File: config.mk
export PLATFORM = sky130hd
export DESIGN_NAME = pcs_code_sync
export DESIGN_NICKNAME = d
export VERILOG_FILES = /design/src/rtl/pcs_code_sync.sv
export SDC_FILE = /design/constraint.sdc
export NUM_CORES = 1
export LEC_CHECK = 0
export ABC_AREA = 1
export BUFFER_PORTS_ARGS = -buffer_cell sky130_fd_sc_hd__buf_2
export CORE_ASPECT_RATIO = 1.4
export CORE_MARGIN = 3
export CORE_UTILIZATION = 60
export DETAILED_ROUTE_END_ITERATION = 7
export HOLD_SLACK_MARGIN = 0.15
export PLACE_DENSITY = 0.92
export RECOVER_POWER = 25
export SLEW_MARGIN = 10
export SYNTH_ARGS = -nofsm -noshare
export SYNTH_HDL_FRONTEND = slang
export SYNTH_SLANG_ARGS = --single-unit
File: constraint.sdc
create_clock -name clock -period 4 [get_ports clock]
set_clock_uncertainty 0.2 [all_clocks]
set_input_delay 0.6 -clock clock [delete_from_list [all_inputs] [get_ports clock]]
set_output_delay 0.6 -clock clock [all_outputs]
set_load 0.03 [all_outputs]
File: src/rtl/pcs_code_sync.sv
// 1000BASE-X PCS receive code-group synchronizer: comma acquisition, disparity check, bad/good hysteresis.
// Optional saturating bad-code-group statistics counter enabled by `define PCS_SYNC_STATS_EN.
//
// state         | meaning
// LOSS_OF_SYNC  | hunting for a comma; all counters held at zero
// ACQUIRE       | counting even-slot commas; any bad code group drops back
// SYNC_ACQUIRED | aligned; bad/good counters provide loss hysteresis
module pcs_code_sync #(
    parameter int COMMAS_TO_SYNC      = 3,
    parameter int MAX_BAD_CGS         = 4,
    parameter int GOOD_CGS_TO_RECOVER = 4,
    parameter int CNT_WIDTH           = 16
) (
    input  logic                 clock,
    input  logic                 reset,
    input  logic                 power,
    input  logic [9:0]           rx_code_group,
    output logic [9:0]           sync_code_group,
    output logic                 RX_EVEN,
    output logic                 sync_status
`ifdef PCS_SYNC_STATS_EN
    ,
    output logic [CNT_WIDTH-1:0] cg_error_count
`endif
);

    if (COMMAS_TO_SYNC < 1 || COMMAS_TO_SYNC > 15 || MAX_BAD_CGS < 1 || MAX_BAD_CGS > 15 ||
        GOOD_CGS_TO_RECOVER < 1 || GOOD_CGS_TO_RECOVER > 15 || CNT_WIDTH < 1) begin : g_param_check
        $error("pcs_code_sync: parameter out of range");
    end

    typedef enum logic [1:0] {
        LOSS_OF_SYNC,
        ACQUIRE,
        SYNC_ACQUIRED
    } state_t;

    state_t     state;
    logic       rd_pos;
    logic [3:0] comma_cnt;
    logic [3:0] bad_cnt;
    logic [3:0] good_cnt;

    logic [3:0] ones;
    logic       comma;
    logic       cg_valid;
    logic       next_even;
    logic       bad;
    logic       bad_limit;

    assign ones      = 4'($countones(rx_code_group));
    assign comma     = (rx_code_group[9:3] == 7'b0011111) || (rx_code_group[9:3] == 7'b1100000);
    assign cg_valid  = (ones == 4'd5) || (ones == 4'd6 && !rd_pos) || (ones == 4'd4 && rd_pos);
    assign next_even = (state == LOSS_OF_SYNC && comma) ? 1'b1 : ~RX_EVEN;
    assign bad       = !cg_valid || (comma && !next_even);
    assign bad_limit = (bad_cnt + 4'd1) == 4'(MAX_BAD_CGS);

    always_ff @(posedge clock or negedge reset) begin
        if (!reset) begin
            state           <= LOSS_OF_SYNC;
            rd_pos          <= 1'b0;
            comma_cnt       <= 4'd0;
            bad_cnt         <= 4'd0;
            good_cnt        <= 4'd0;
            sync_code_group <= 10'd0;
            RX_EVEN         <= 1'b0;
            sync_status     <= 1'b0;
        end else begin
            sync_code_group <= rx_code_group;
            if (!power) begin
                // Signal loss ignores the data entirely; disparity history is kept.
                RX_EVEN     <= ~RX_EVEN;
                state       <= LOSS_OF_SYNC;
                comma_cnt   <= 4'd0;
                bad_cnt     <= 4'd0;
                good_cnt    <= 4'd0;
                sync_status <= 1'b0;
            end else begin
                RX_EVEN <= next_even;
                if (cg_valid && ones == 4'd6) rd_pos <= 1'b1;
                else if (cg_valid && ones == 4'd4) rd_pos <= 1'b0;

                case (state)
                    LOSS_OF_SYNC: begin
                        sync_status <= 1'b0;
                        comma_cnt   <= 4'd0;
                        bad_cnt     <= 4'd0;
                        good_cnt    <= 4'd0;
                        if (comma) begin
                            comma_cnt <= 4'd1;
                            if (COMMAS_TO_SYNC == 1) begin
                                state       <= SYNC_ACQUIRED;
                                sync_status <= 1'b1;
                            end else begin
                                state <= ACQUIRE;
                            end
                        end
                    end
                    ACQUIRE: begin
                        if (bad) begin
                            state     <= LOSS_OF_SYNC;
                            comma_cnt <= 4'd0;
                        end else if (comma) begin
                            comma_cnt <= comma_cnt + 4'd1;
                            if ((comma_cnt + 4'd1) == 4'(COMMAS_TO_SYNC)) begin
                                state       <= SYNC_ACQUIRED;
                                sync_status <= 1'b1;
                                bad_cnt     <= 4'd0;
                                good_cnt    <= 4'd0;
                            end
                        end
                    end
                    SYNC_ACQUIRED: begin
                        if (bad) begin
                            good_cnt <= 4'd0;
                            if (bad_limit) begin
                                state       <= LOSS_OF_SYNC;
                                sync_status <= 1'b0;
                                bad_cnt     <= 4'd0;
                                comma_cnt   <= 4'd0;
                            end else begin
                                bad_cnt <= bad_cnt + 4'd1;
                            end
                        end else if (bad_cnt != 4'd0) begin
                            if ((good_cnt + 4'd1) == 4'(GOOD_CGS_TO_RECOVER)) begin
                                bad_cnt  <= bad_cnt - 4'd1;
                                good_cnt <= 4'd0;
                            end else begin
                                good_cnt <= good_cnt + 4'd1;
                            end
                        end
                    end
                    default: begin
                        state       <= LOSS_OF_SYNC;
                        sync_status <= 1'b0;
                    end
                endcase
            end
        end
    end

`ifdef PCS_SYNC_STATS_EN
    // The bad code group that drops sync also counts the loss itself, hence +2.
    logic [CNT_WIDTH+1:0] err_sum;
    assign err_sum = {2'b00, cg_error_count} + (CNT_WIDTH + 2)'(bad_limit ? 2 : 1);

    always_ff @(posedge clock or negedge reset) begin
        if (!reset) begin
            cg_error_count <= '0;
        end else if (power && state == SYNC_ACQUIRED && bad) begin
            if (err_sum > {2'b00, {CNT_WIDTH{1'b1}}}) cg_error_count <= '1;
            else cg_error_count <= err_sum[CNT_WIDTH-1:0];
        end
    end
`endif

endmodule

# Yosys cells after proc, flatten, opt, wreduce, memory -nomap -nowiden
# Index checks and enable logic that the tools add are counted.
# op_classes
n_addsub	13
n_eq_ne	21
n_mux	40
n_bitwise	1
reduce_logical	22
# op_table
op	n
two-way mux 4 bit	17
one-hot mux 4 bit (3 select lines)	3
equality test 4 x 3 -> 1 bit (second input constant)	5
!= test 3 bit (second input constant)	6
!= test 4 bit (second input constant)	4
AND reduction 5 bit	3
two-way mux 2 bit	7
adder 4 x 1 -> 4 bit (second input constant)	3
two-way mux 1 bit	11
adder 1 x 1 -> 2 bit	5
equality test 7 x 5 -> 1 bit (second input constant)	1
equality test 7 bit (second input constant)	1
adder 2 x 2 -> 3 bit	2
logical AND 1 bit	6
one-hot mux 2 bit (3 select lines)	1
AND reduction 6 bit	1
adder 3 x 3 -> 4 bit	1
adder 4 x 2 -> 4 bit	1
equality test 4 x 2 -> 1 bit (second input constant)	1
logical OR 1 bit	4
!= test 4 x 1 -> 1 bit (second input constant)	1
AND reduction 4 bit	1
nonzero test 4 bit	1
subtractor 4 x 1 -> 4 bit (second input constant)	1
8 further kinds	10
# totals
register_bits	27
output_inout_bits	12

# Longest topological paths before layout
# Gate-level depths: netlist of the first run.
# depth
ltp_word	13
depth_mapped	19
depth_no_buf	19

# Least setup slack after synthesis of the first run
# OpenSTA, ideal clock, no wires.
# synth_timing
path_kind	in2reg
from	in rx_code_group[0]
to	reg good_cnt[1]
arrival_ns	3.714
t_required_ns	3.683
path_slack_ns	-0.031
stages	19
n_path_buf	0
path_cell_list	fa_1 fa_1 inv_1 fa_1 inv_1 ha_1 inv_1 fa_1 inv_1 nor2_1 nor2_2 nor2_8 nand3_2 nand2_2 nand2_2 nor2_8 inv_2 nand2_1 nand2_1
# synth_via
elab_chain_len	13
word_cells_on_any_way	19
classes_between	add/sub (4); eq/ne (5); mux (3); reduce/logical (7)
# synth_rtl
element	line	source
start, declared	17	input logic [9:0] rx_code_group,
adder 1 x 1 -> 2 bit (not written as such) (*)	51	assign ones = 4'($countones(rx_code_group));
adder 2 x 2 -> 3 bit (not written as such) (*)	51	
adder 3 x 3 -> 4 bit (not written as such) (*)	51	
adder 4 x 2 -> 4 bit (not written as such) (*)	51	
equality test 4 x 3 -> 1 bit	53	assign cg_valid = (ones == 4'd5) || (ones == 4'd6 && !rd_pos) || (ones == 4'd4 && rd_pos);
logical AND 1 bit	53	
logical OR 1 bit	53	
logical OR 1 bit (*)	53	
logical NOT 1 bit (*)	55	assign bad = !cg_valid || (comma && !next_even);
logical OR 1 bit (*)	55	
two-way mux 4 bit	114	if (bad) begin
one-hot mux 4 bit (3 select lines)	83	case (state)
two-way mux 4 bit	70	if (!power) begin
end signal, assigned	129	good_cnt <= good_cnt + 4'd1;
end, declared	42	logic [3:0] good_cnt;
# Every way passes the cells marked *; elsewhere a longest branch is shown, timed or not.
# A chain may end at the register's enable or synchronous reset.

# Worst setup path in the final report of the first run
# layout_timing
from	in rx_code_group[0]
to	reg bad_cnt[2]
# layout_via
elab_chain_len	13
word_cells_on_any_way	20
classes_between	add/sub (4); eq/ne (6); mux (3); reduce/logical (7)
# layout_rtl
element	line	source
adder 1 x 1 -> 2 bit (not written as such) (*)	51	
adder 2 x 2 -> 3 bit (not written as such) (*)	51	
adder 3 x 3 -> 4 bit (not written as such) (*)	51	
adder 4 x 2 -> 4 bit (not written as such) (*)	51	
equality test 4 x 3 -> 1 bit	53	
logical AND 1 bit	53	
logical OR 1 bit	53	
logical OR 1 bit (*)	53	
logical NOT 1 bit (*)	55	
logical OR 1 bit (*)	55	
two-way mux 4 bit	114	
one-hot mux 4 bit (3 select lines)	83	
two-way mux 4 bit	70	
end signal, assigned	122	bad_cnt <= bad_cnt + 4'd1;
end signal, assigned	126	bad_cnt <= bad_cnt - 4'd1;
end, declared	41	logic [3:0] bad_cnt;
# Marked as above.

==> flow_metrics.env, run 1 <==
export IMPL_status="finished, violations left"
export IMPL_violations="negative setup slack"
export IMPL_grt_max_degree=28
export IMPL_layout_drive_gt1_share_pct=25.7
export IMPL_cts_sinks=27
export IMPL_ys_warn_count=0
export IMPL_postSynthCellCount=239
export IMPL_slowest_stage="fa_1"
export IMPL_hpwlAfterDp_um=2980
export IMPL_final_area_mm2=0.00228
export IMPL_cts_tree="yes"
export IMPL_crit_path_start="rx_code_group[0]"
export IMPL_detail_route_vias_per_cell=5.22
export IMPL_overflow=0
export IMPL_synth_distinct_cells=25
export IMPL_crit_top_cell="fa_1"
export IMPL_hold_start="rx_code_group[0]"
export IMPL_setup_viol=15
export IMPL_grt_pass1_vias=1685
export IMPL_power_static_leakage_nw=1.22
export IMPL_initial_core_util_pct=64.2
export IMPL_crit_path_end_kind="register"
export IMPL_fin_nets=312
export IMPL_gp_congestion=0.898
export IMPL_start_kind="input pin"
export IMPL_antenna_found_initial=0
export IMPL_p_per_area_mw_per_mm2=471
export IMPL_crit_family="adder cells"
export IMPL_holdWs_ps=222
export IMPL_synth_seq_cells=27
export IMPL_syn_num_nets=270
export IMPL_clk_pin_slew_worst_paths_ps=100
export IMPL_worstSetupPathType="input pin to register"
export IMPL_cp_arrival_ps=4100
export IMPL_seq_area_frac_synth_pct=35.9
export IMPL_worstPathMaxFanout=6
export IMPL_synth_cell_area_mm2=0.00188
export IMPL_io_buffers=24
export IMPL_drtAntennaViolNets=0
export IMPL_cap_viol_max_count=0
export IMPL_hold_class="input pin to register"
export IMPL_cp_cell_sequence="buf_8 -> fa_1 -> fa_1 -> inv_1 -> fa_1 -> inv_2 -> ha_4 -> inv_2 -> fa_1 -> inv_1 -> nor2_1 -> nor2_2 -> nor2_8 -> nand3_4 -> nor2_4 -> nor2_8 -> nand3_1 -> nand2_1"
export IMPL_rsz0062_at_grt="yes"
export IMPL_placedCellCount=309
export IMPL_die_area_mm2=0.00386
export IMPL_required_ps=3970
export IMPL_drt_wl_total_um=4090
export IMPL_numCtsBuffers=3
export IMPL_fin_setup_tns_ps=-1280
export IMPL_drt_iter0_drc=46
export IMPL_timing_rr_start="comma_cnt[0]$_DFFE_PN0P_"
export IMPL_htreeDepth=1
export IMPL_firstDrtPassIters=4
export IMPL_clock_latency_ps=280
export IMPL_dpl_cell_area_mm2=0.00212
export IMPL_max_freq_mhz=243
export IMPL_area_growth_pct=21.1
export IMPL_slew_viol_final=0
export IMPL_vdd_ir_drop_worst_mv=0.385
export IMPL_syn_area_per_cell_um2=7.88
export IMPL_routedWlPerCell_um=12.9
export IMPL_fill_cells=195
export IMPL_track_usage_pct=25.1
export IMPL_die_x_um=53.3
export IMPL_finalNonFillerCells=317
export IMPL_path_buf_inv=5
export IMPL_num_rows=23
export IMPL_hold_viol=0
export IMPL_layout_setup_ws_ps=-122
export IMPL_drcViolationCount=0
export IMPL_vias=1656
export IMPL_grt_pass1_wl_um=7200
export IMPL_place_ws_ps=-357
export IMPL_die_y_um=72.3
export IMPL_io_pins=25
export IMPL_timing_final_crit_share_pct=103
export IMPL_relSlewSlack_pct=59.9
export IMPL_critPathMaxStageDelay_ps=570
export IMPL_core_area_mm2=0.00294
export IMPL_num_antenna_cells=0
export IMPL_clock_path_buffers=2
export IMPL_tightest_slew_ps=602
export IMPL_period_needed_ps=4120
export IMPL_root_buffer="clkbuf_8"
per-stage QoR:
step	utilization (%)	power (mW)
3_5_place_dp	72.1	0.838
3_3_place_gp	72.1	0.813
2_1_floorplan	-	0.701
5_1_grt	77.7	1.15
6_report	77.7	1.07
4_1_cts	75.5	1.04
worst paths after layout:
kind	depth (start not counted)	slack, ps	endpoint
hold / removal	1	220	sync_code_group[0]$_DFF_PN0_
max in group asynchronous	2	2540	bad_cnt[2]$_DFFE_PN0P_
setup reg to reg	11	1980	good_cnt[1]$_DFFE_PN0P_
hold reg to reg	2	280	bad_cnt[3]$_DFFE_PN0P_
min in group asynchronous	2	660	sync_code_group[3]$_DFF_PN0_
setup / recovery	18	-120	bad_cnt[2]$_DFFE_PN0P_
cell usage after synthesis:
cell type | n | area, um^2
a21oi_1 | 4 | 20.0
dfrtp_1 | 27 | 676
fa_1 | 6 | 120
ha_1 | 12 | 150
inv_1 | 34 | 128
inv_2 | 4 | 15.0
nand2_1 | 70 | 263
nand2_2 | 5 | 31.3
nand2_4 | 3 | 33.8
nand3_1 | 16 | 80.1
nand3_2 | 2 | 20.0
nand3_4 | 1 | 17.5
nand3b_1 | 1 | 7.51
nand4_1 | 4 | 25.0
nor2_1 | 27 | 101
nor2_2 | 2 | 12.5
nor2_4 | 3 | 33.8
nor2_8 | 2 | 40.0
nor3_1 | 3 | 15.0
nor4_1 | 1 | 6.26
o21ai_0 | 3 | 15.0
o21ai_1 | 1 | 5.00
o22ai_1 | 1 | 6.26
xnor2_1 | 5 | 43.8
xor2_1 | 2 | 17.5
power breakdown:
group	total (mW)	internal, mW	switching (mW)
combinational	0.589	0.217	0.373
clock	0.160	0.0709	0.0888
sequential	0.325	0.302	0.0228
total	1.07	0.590	0.485
cell usage in the layout (no fill, tap or decap), drive strengths merged, types with 2 or more instances in the layout:
| master | instances |
|---|---|
| ha | 12 |
| nor2 | 35 |
| nand2 | 78 |
| fa | 6 |
| inv | 38 |
| clkbuf | 3 |
| a21oi | 4 |
| xor2 | 2 |
| o21ai | 4 |
| xnor2 | 5 |
| nor3 | 3 |
| nand4 | 4 |
| nand3 | 19 |
| dfrtp | 27 |
| buf | 35 |
flip-flops by register name (all words and copies together), names as in the netlist:
| register | flops |
|---|---|
| sync_code_group | 10 |
| bad_cnt | 4 |
| comma_cnt | 4 |
| good_cnt | 4 |
| state | 2 |
| RX_EVEN | 1 |
| rd_pos | 1 |
| sync_status | 1 |
layer usage:
metal  global-route usage [%]  vias up  share of wire, %
met5                        0        -                 0
met4                     13.4        0               2.7
met3                     2.46       10               2.4
met2                     43.7       36                56
met1                     29.3      790                39
li1                         -      820                 -
timing repair:
item | 4_1_cts | 5_1_grt
pin swaps | 2 | 9
buffers inserted | 2 | 0
hold buffers | 1 | 0
gates resized for setup | 4 | 17
endpoints found under the setup margin | 10 | 15
endpoints found under the hold margin | 27 | 0
gates cloned | 1 | 0
final cells by class:
cell class	count	area (um^2)	area share, %
Clock inverter	1	7.51	0.329
Timing Repair Buffer	36	223	9.77
Clock buffer	3	41.3	1.81
Tap cell	37	46.3	2.03
Inverter	38	148	6.48
Multi-Input combinational cell	175	1140	49.9
Sequential cell	27	676	29.6
kinds of logic after synthesis:
kind of cell    count (synthesis)  synth area share [%]
fa+ha+maj                      18                  14.4
buf+inv                        38                  7.57
compound gates                  9                  2.46
simple gates                  140                  36.5
xor+xnor                        7                  3.26
flops                          27                  35.9
(Power assumes the default switching activity.)
==> run 2, diff against run 1 <==
Settings changed: ABC_AREA 1 to default, RECOVER_POWER 25 to default.
==> flow_metrics.env, run 2 <==
export IMPL_status="finished, violations left"
export IMPL_violations="negative setup slack"
export IMPL_timing_final_crit_share_pct=113
export IMPL_area_growth_pct=34.5
export IMPL_root_buffer="clkbuf_4"
export IMPL_p_switching_mw=0.562
export IMPL_drtAntennaViolNets=0
export IMPL_clk_pin_slew_worst_paths_ps=150
export IMPL_fill_cells=99
export IMPL_synth_most_common_cell="dfrtp_1"
export IMPL_synth_distinct_cells=50
export IMPL_vias=1849
export IMPL_routedWlPerCell_um=24.3
export IMPL_core_area_mm2=0.00273
export IMPL_pwr_share_comb_pct=64.5
export IMPL_placedCellCount=246
export IMPL_fin_nets=260
export IMPL_required_ps=4070
export IMPL_firstDrtPassIters=5
export IMPL_final_cell_mix="27 x dfrtp_1, 21 x buf_4, 20 x buf_2, 12 x nand2_1"
export IMPL_power_static_leakage_nw=1.08
export IMPL_period_needed_ps=4530
export IMPL_io_pins=25
export IMPL_pwr_share_clk_pct=10.5
export IMPL_max_freq_mhz=221
export IMPL_die_y_um=70.3
export IMPL_layout_setup_ws_ps=-534
export IMPL_worstPathMaxFanout=3
export IMPL_postSynthCellCount=175
export IMPL_synth_ff_type="dfrtp_1"
export IMPL_synth_edf_count=0
export IMPL_grt_pass1_vias=1790
export IMPL_track_usage_pct=32.3
export IMPL_setup_viol=14
export IMPL_clock_latency_ps=360
export IMPL_drcViolationCount=0
export IMPL_hold_viol=0
export IMPL_cp_arrival_ps=4600
export IMPL_die_x_um=51.9
export IMPL_switching_share_pct=44.8
export IMPL_drt_iter0_drc=169
export IMPL_gp_congestion=0.924
export IMPL_syn_area_per_cell_um2=10.1
export IMPL_final_util_pct=87.4
export IMPL_syn_num_nets=206
export IMPL_start_kind="input pin"
export IMPL_cap_viol_max_count=0
export IMPL_largest_reg_flops=10
export IMPL_num_antenna_cells=0
export IMPL_worst_hold_path_num_cells=1
export IMPL_synth_common_cells="27 x dfrtp_1, 15 x nand2_1, 14 x inv_1"
export IMPL_io_buffers=24
export IMPL_grt_max_degree=28
export IMPL_r2r_worst_path_cells=8
export IMPL_relSlewSlack_pct=56.5
export IMPL_num_rows=22
export IMPL_finalNonFillerCells=264
export IMPL_synth_top_cells_by_area="dfrtp_1 38%, ha_1 8.5%, fa_1 6.8%"
export IMPL_ys_warn_count=0
export IMPL_layout_cells_most_common="dfrtp_1"
export IMPL_overflow=0
export IMPL_p_int_mw=0.691
export IMPL_seq_power_share_pct=25.0
export IMPL_worstSetupPathType="input pin to register"
export IMPL_p_per_area_mw_per_mm2=526
export IMPL_crit_path_end_kind="register"
export IMPL_synth_seq_cells=27
export IMPL_cts_tree="yes"
export IMPL_initial_core_util_pct=65.0
export IMPL_synth_cell_area_mm2=0.00177
export IMPL_detail_route_vias_per_cell=7.00
export IMPL_antenna_found_initial=0
export IMPL_hpwlAfterDp_um=3440
export IMPL_synth_top_cell_area_share_pct=38.2
export IMPL_tightest_slew_ps=653
export IMPL_seq_area_frac_synth_pct=38.2
export IMPL_hold_class="input pin to register"
export IMPL_synthArstFlopShare_pct=100
export IMPL_vdd_ir_drop_worst_mv=0.499
export IMPL_layout_drive_gt1_share_pct=40.8
export IMPL_htreeDepth=1
export IMPL_drt_wl_total_um=6420
export IMPL_die_area_mm2=0.00365
export IMPL_grt_pass1_wl_um=8680
export IMPL_slew_viol_final=0
export IMPL_clock_path_buffers=2
export IMPL_numCtsBuffers=3
export IMPL_yosysTopAreaCell="dfrtp_1"
export IMPL_top_register="sync_code_group"
export IMPL_rsz0062_at_grt="yes"
export IMPL_cts_sinks=27
[run 2: cell types whose count changed in the layout (fill, tap and decap cells not counted), moves of 4 or more]
cell     previous run  this run
buf_4              11        21
buf_6               0         7
inv_1              32        11
mux2i_1             0         4
nand2_1            67        12
nand2_4             6         0
nand3_1            16         4
nor2_1             25         7
o21ai_0             2         7
xnor2_1             5         1
[run 2: timing repair]
action                                 in CTS  in global routing
gates resized for setup                    22                 24
endpoints found under the hold margin      27                  1
hold buffers                                1                  1
setup endpoints to repair                  14                 14
pin swaps                                  18                 16
setup buffers                               6                  8
[run 2: metrics by stage]
stage / TNS, ps / area (um^2) / power [mW] / worst slack, ps / hold slack [ps]
4_1_cts: -1180 / 2230 / 1.05 / -165 / 173
2_1_floorplan: -2150 / 1820 / 0.690 / -265 / 104
5_1_grt: -6430 / 2380 / 1.29 / -570 / 179
6_report: -5410 / 2380 / 1.25 / -534 / 197
3_5_place_dp: -7810 / 2070 / 0.822 / -620 / 315
3_3_place_gp: -5500 / 2070 / 0.785 / -442 / 301
[run 2: final timing paths]
path	from	endpoint	slack, ps
setup / recovery	rx_code_group[0]	state[1]$_DFFE_PN0P_	-530
hold / removal	rx_code_group[2]	sync_code_group[2]$_DFF_PN0_	200
setup reg to reg	comma_cnt[0]$_DFFE_PN0P_	good_cnt[3]$_DFFE_PN0P_	1130
hold reg to reg	good_cnt[0]$_DFFE_PN0P_	good_cnt[0]$_DFFE_PN0P_	380
max in group asynchronous	reset	rd_pos$_DFFE_PN0P_	2600
min in group asynchronous	reset	bad_cnt[0]$_DFFE_PN0P_	570
[run 2: power by group through the flow]
stage                     clock, mW  combinational, mW  sequential, mW
after floorplan                   0              0.366           0.325
after global placement            0              0.473           0.312
after detailed placement          0              0.508           0.314
after CTS                     0.131              0.613           0.309
after global routing          0.142              0.837           0.315
final                         0.131              0.808           0.313
[run 2: worst max-delay path: stages]
cell and delay (ps):
buf_8 100, fa_1 510, fa_1 560, inv_2 60, fa_1 500, inv_2 100, ha_4 140, inv_2 40
fa_2 650, xnor2_4 130, or2_4 290, nor2_4 140, a31oi_2 100, o211ai_1 340, mux2i_1 320
[run 2: routing by layer]
layer,track usage (%),vias up,part of all wire (%)
li1,-,733,-
met1,35.9,874,33
met2,56.1,192,50
met3,5.12,50,11
met4,18.4,0,6.1
met5,0,-,0
[run 2: final cells by class]
cell class / count / area, um^2 / share of cell area, %
Inverter: 14 / 52.6 / 2.21
Clock buffer: 3 / 22.5 / 0.946
Tap cell: 36 / 45.0 / 1.89
Sequential cell: 27 / 676 / 28.4
Timing Repair Buffer: 52 / 387 / 16.2
Clock inverter: 1 / 7.51 / 0.315
Multi-Input combinational cell: 131 / 1190 / 50.0
[run 2: logic make-up (layout without fill, tap and decap cells)]
logic type,after synthesis,after routing,synth area share (%)
compound gates,45,45,18.2
buf+inv,17,70,3.89
simple gates,62,62,21.3
fa+ha+maj,18,18,15.3
mux,4,4,2.26
flops,27,27,38.2
xor+xnor,2,2,0.990
==> run 3, diff against run 2 <==
Settings changed: PLACE_DENSITY 0.92 to default, PLACE_DENSITY_LB_ADDON from default to 0.12.
==> flow_metrics.env, run 3 (same netlist as run 2, synthesis figures left out) <==
export IMPL_critPathMaxStageDelay_ps=590
export IMPL_fin_setup_tns_ps=-1180
export IMPL_cp_arrival_ps=4260
export IMPL_crit_family="adder cells"
export IMPL_core_area_mm2=0.00273
export IMPL_cts_tree="yes"
export IMPL_status="finished, violations left"
export IMPL_gp_congestion=0.859
export IMPL_violations="negative setup slack"
export IMPL_crit_path_end_kind="register"
export IMPL_reg2reg_slack_ps=1220
export IMPL_r2r_worst_path_cells=9
export IMPL_period_needed_ps=4160
export IMPL_worstSetupPathType="input pin to register"
export IMPL_cts_sinks=27
export IMPL_p_int_mw=0.656
export IMPL_rsz0062_at_grt="yes"
export IMPL_worstPathMaxFanout=6
export IMPL_timing_final_crit_share_pct=104
export IMPL_cp_depth=14
export IMPL_setup_viol=14
export IMPL_overflow=0
export IMPL_drtAntennaViolNets=0
export IMPL_largest_reg_flops=10
export IMPL_drcViolationCount=0
export IMPL_crit_path_start="rx_code_group[7]"
export IMPL_antenna_found_initial=0
export IMPL_endpoint="comma_cnt[2]$_DFFE_PN0P_"
export IMPL_final_area_mm2=0.00231
export IMPL_htreeDepth=1
export IMPL_fin_nets=255
export IMPL_cap_viol_max_count=0
export IMPL_finalNonFillerCells=259
export IMPL_io_pins=25
export IMPL_layout_cells_most_common="dfrtp_1"
export IMPL_grt_max_degree=28
export IMPL_relSlewSlack_pct=59.8
export IMPL_p_switching_mw=0.455
export IMPL_root_buffer="clkbuf_4"
export IMPL_r2r_end="bad_cnt[3]$_DFFE_PN0P_"
export IMPL_placedCellCount=247
export IMPL_layout_drive_gt1_share_pct=38.6
export IMPL_layout_setup_ws_ps=-163
export IMPL_firstDrtPassIters=4
export IMPL_vdd_ir_drop_worst_mv=0.471
export IMPL_power_static_leakage_nw=1.04
export IMPL_pwr_share_clk_pct=11.1
export IMPL_hold_viol=0
export IMPL_final_cell_mix="27 x dfrtp_1, 22 x buf_2, 18 x buf_4, 13 x inv_1, 13 x nand2_1"
export IMPL_num_antenna_cells=0
export IMPL_tightest_slew_ps=603
export IMPL_fill_cells=141
export IMPL_routedWlPerCell_um=17.1
export IMPL_hpwlAfterDp_um=3320
export IMPL_clock_path_buffers=2
export IMPL_track_usage_pct=26.7
export IMPL_numCtsBuffers=3
export IMPL_initial_core_util_pct=65.0
export IMPL_die_x_um=51.9
export IMPL_drt_iter0_drc=31
export IMPL_crit_top_cell="fa_1"
export IMPL_cp_cell_sequence="buf_6 -> fa_1 -> fa_1 -> inv_1 -> fa_1 -> inv_1 -> ha_2 -> inv_2 -> fa_2 -> xnor2_4 -> nor2_4 -> nand4_1 -> or4b_4 -> nand2_2"
export IMPL_grt_pass1_wl_um=7280
export IMPL_grt_pass1_vias=1676
export IMPL_path_buf_inv=4
export IMPL_io_buffers=24
export IMPL_num_rows=22
export IMPL_place_ws_ps=-651
export IMPL_die_y_um=70.3
export IMPL_clock_latency_ps=340
export IMPL_die_area_mm2=0.00365
export IMPL_pwr_share_comb_pct=61.1
export IMPL_required_ps=4090
export IMPL_slowest_stage="fa_2"
export IMPL_area_growth_pct=30.3
export IMPL_timing_rr_start="comma_cnt[0]$_DFFE_PN0P_"
export IMPL_top_register="sync_code_group"
export IMPL_start_kind="input pin"
export IMPL_vias=1588
export IMPL_seq_power_share_pct=27.8
export IMPL_hold_class="input pin to register"
export IMPL_switching_share_pct=41.0
export IMPL_detail_route_vias_per_cell=6.13
export IMPL_p_per_area_mw_per_mm2=481
export IMPL_dpl_cell_area_mm2=0.00208
export IMPL_clk_pin_slew_worst_paths_ps=140
export IMPL_slew_viol_final=0
export IMPL_drt_wl_total_um=4420
export IMPL_max_freq_mhz=240
## run 3: metal layers
layer / global-route usage [%] / routed length [um]
met4: 14.3 / 189
met3: 3.62 / 123
met1: 27.2 / 1610
met5: 0 / 0
met2: 49.5 / 2500
## run 3: how the worst min path moves through the flow
| stage | slack [ps] | endpoint | from | cells past startpoint |
|---|---|---|---|---|
| 4_1_cts | 180 | sync_code_group[2]$_DFF_PN0_ | rx_code_group[2] | 1 |
| 5_1_grt | 150 | sync_code_group[2]$_DFF_PN0_ | rx_code_group[2] | 1 |
| 6_report | 180 | sync_code_group[2]$_DFF_PN0_ | rx_code_group[2] | 1 |
| 2_1_floorplan | 100 | RX_EVEN$_DFF_PN0_ | reset | 0 |
| 3_5_place_dp | 320 | RX_EVEN$_DFF_PN0_ | RX_EVEN$_DFF_PN0_ | 1 |
| 3_3_place_gp | 300 | RX_EVEN$_DFF_PN0_ | RX_EVEN$_DFF_PN0_ | 1 |
## run 3: cell type report
type / count / area (um^2) / area share [%]
Tap cell: 36 / 45.0 / 1.95
Sequential cell: 27 / 676 / 29.3
Clock buffer: 4 / 26.3 / 1.14
Multi-Input combinational cell: 131 / 1180 / 51.4
Timing Repair Buffer: 47 / 323 / 14.0
Inverter: 14 / 52.6 / 2.28
## run 3: power by group through the flow
stage,clock [mW],sequential (mW),combinational [mW]
global route,0.138,0.311,0.731
CTS,0.123,0.308,0.622
global placement,0,0.312,0.486
finish,0.123,0.309,0.679
floorplan,0,0.325,0.366
detailed placement,0,0.314,0.515
## run 3: repair_timing
item / 4_1_cts / 5_1_grt
buffers inserted: 6 / 3
gates resized for setup: 23 / 13
setup endpoints to repair: 14 / 14
hold buffers: 1 / 0
pin swaps: 22 / 5
hold endpoints to repair: 27 / 0
## run 3: worst register-to-register path, stage by stage, from the launching register on
cell and delay (ps):
dfrtp_1 450, ha_1 260, or4b_1 550, o31ai_1 180, o211ai_1 270, o21ai_2 210
buf_4 140, nand3_4 90, a21o_1 170, a21o_1 150
## run 3: through the flow
step	hold slack [ps]	utilization [%]	power, mW
6_report	178	84.7	1.11
3_5_place_dp	317	76.2	0.829
5_1_grt	154	84.7	1.18
3_3_place_gp	305	76.2	0.797
4_1_cts	181	81.6	1.05
2_1_floorplan	104	-	0.690
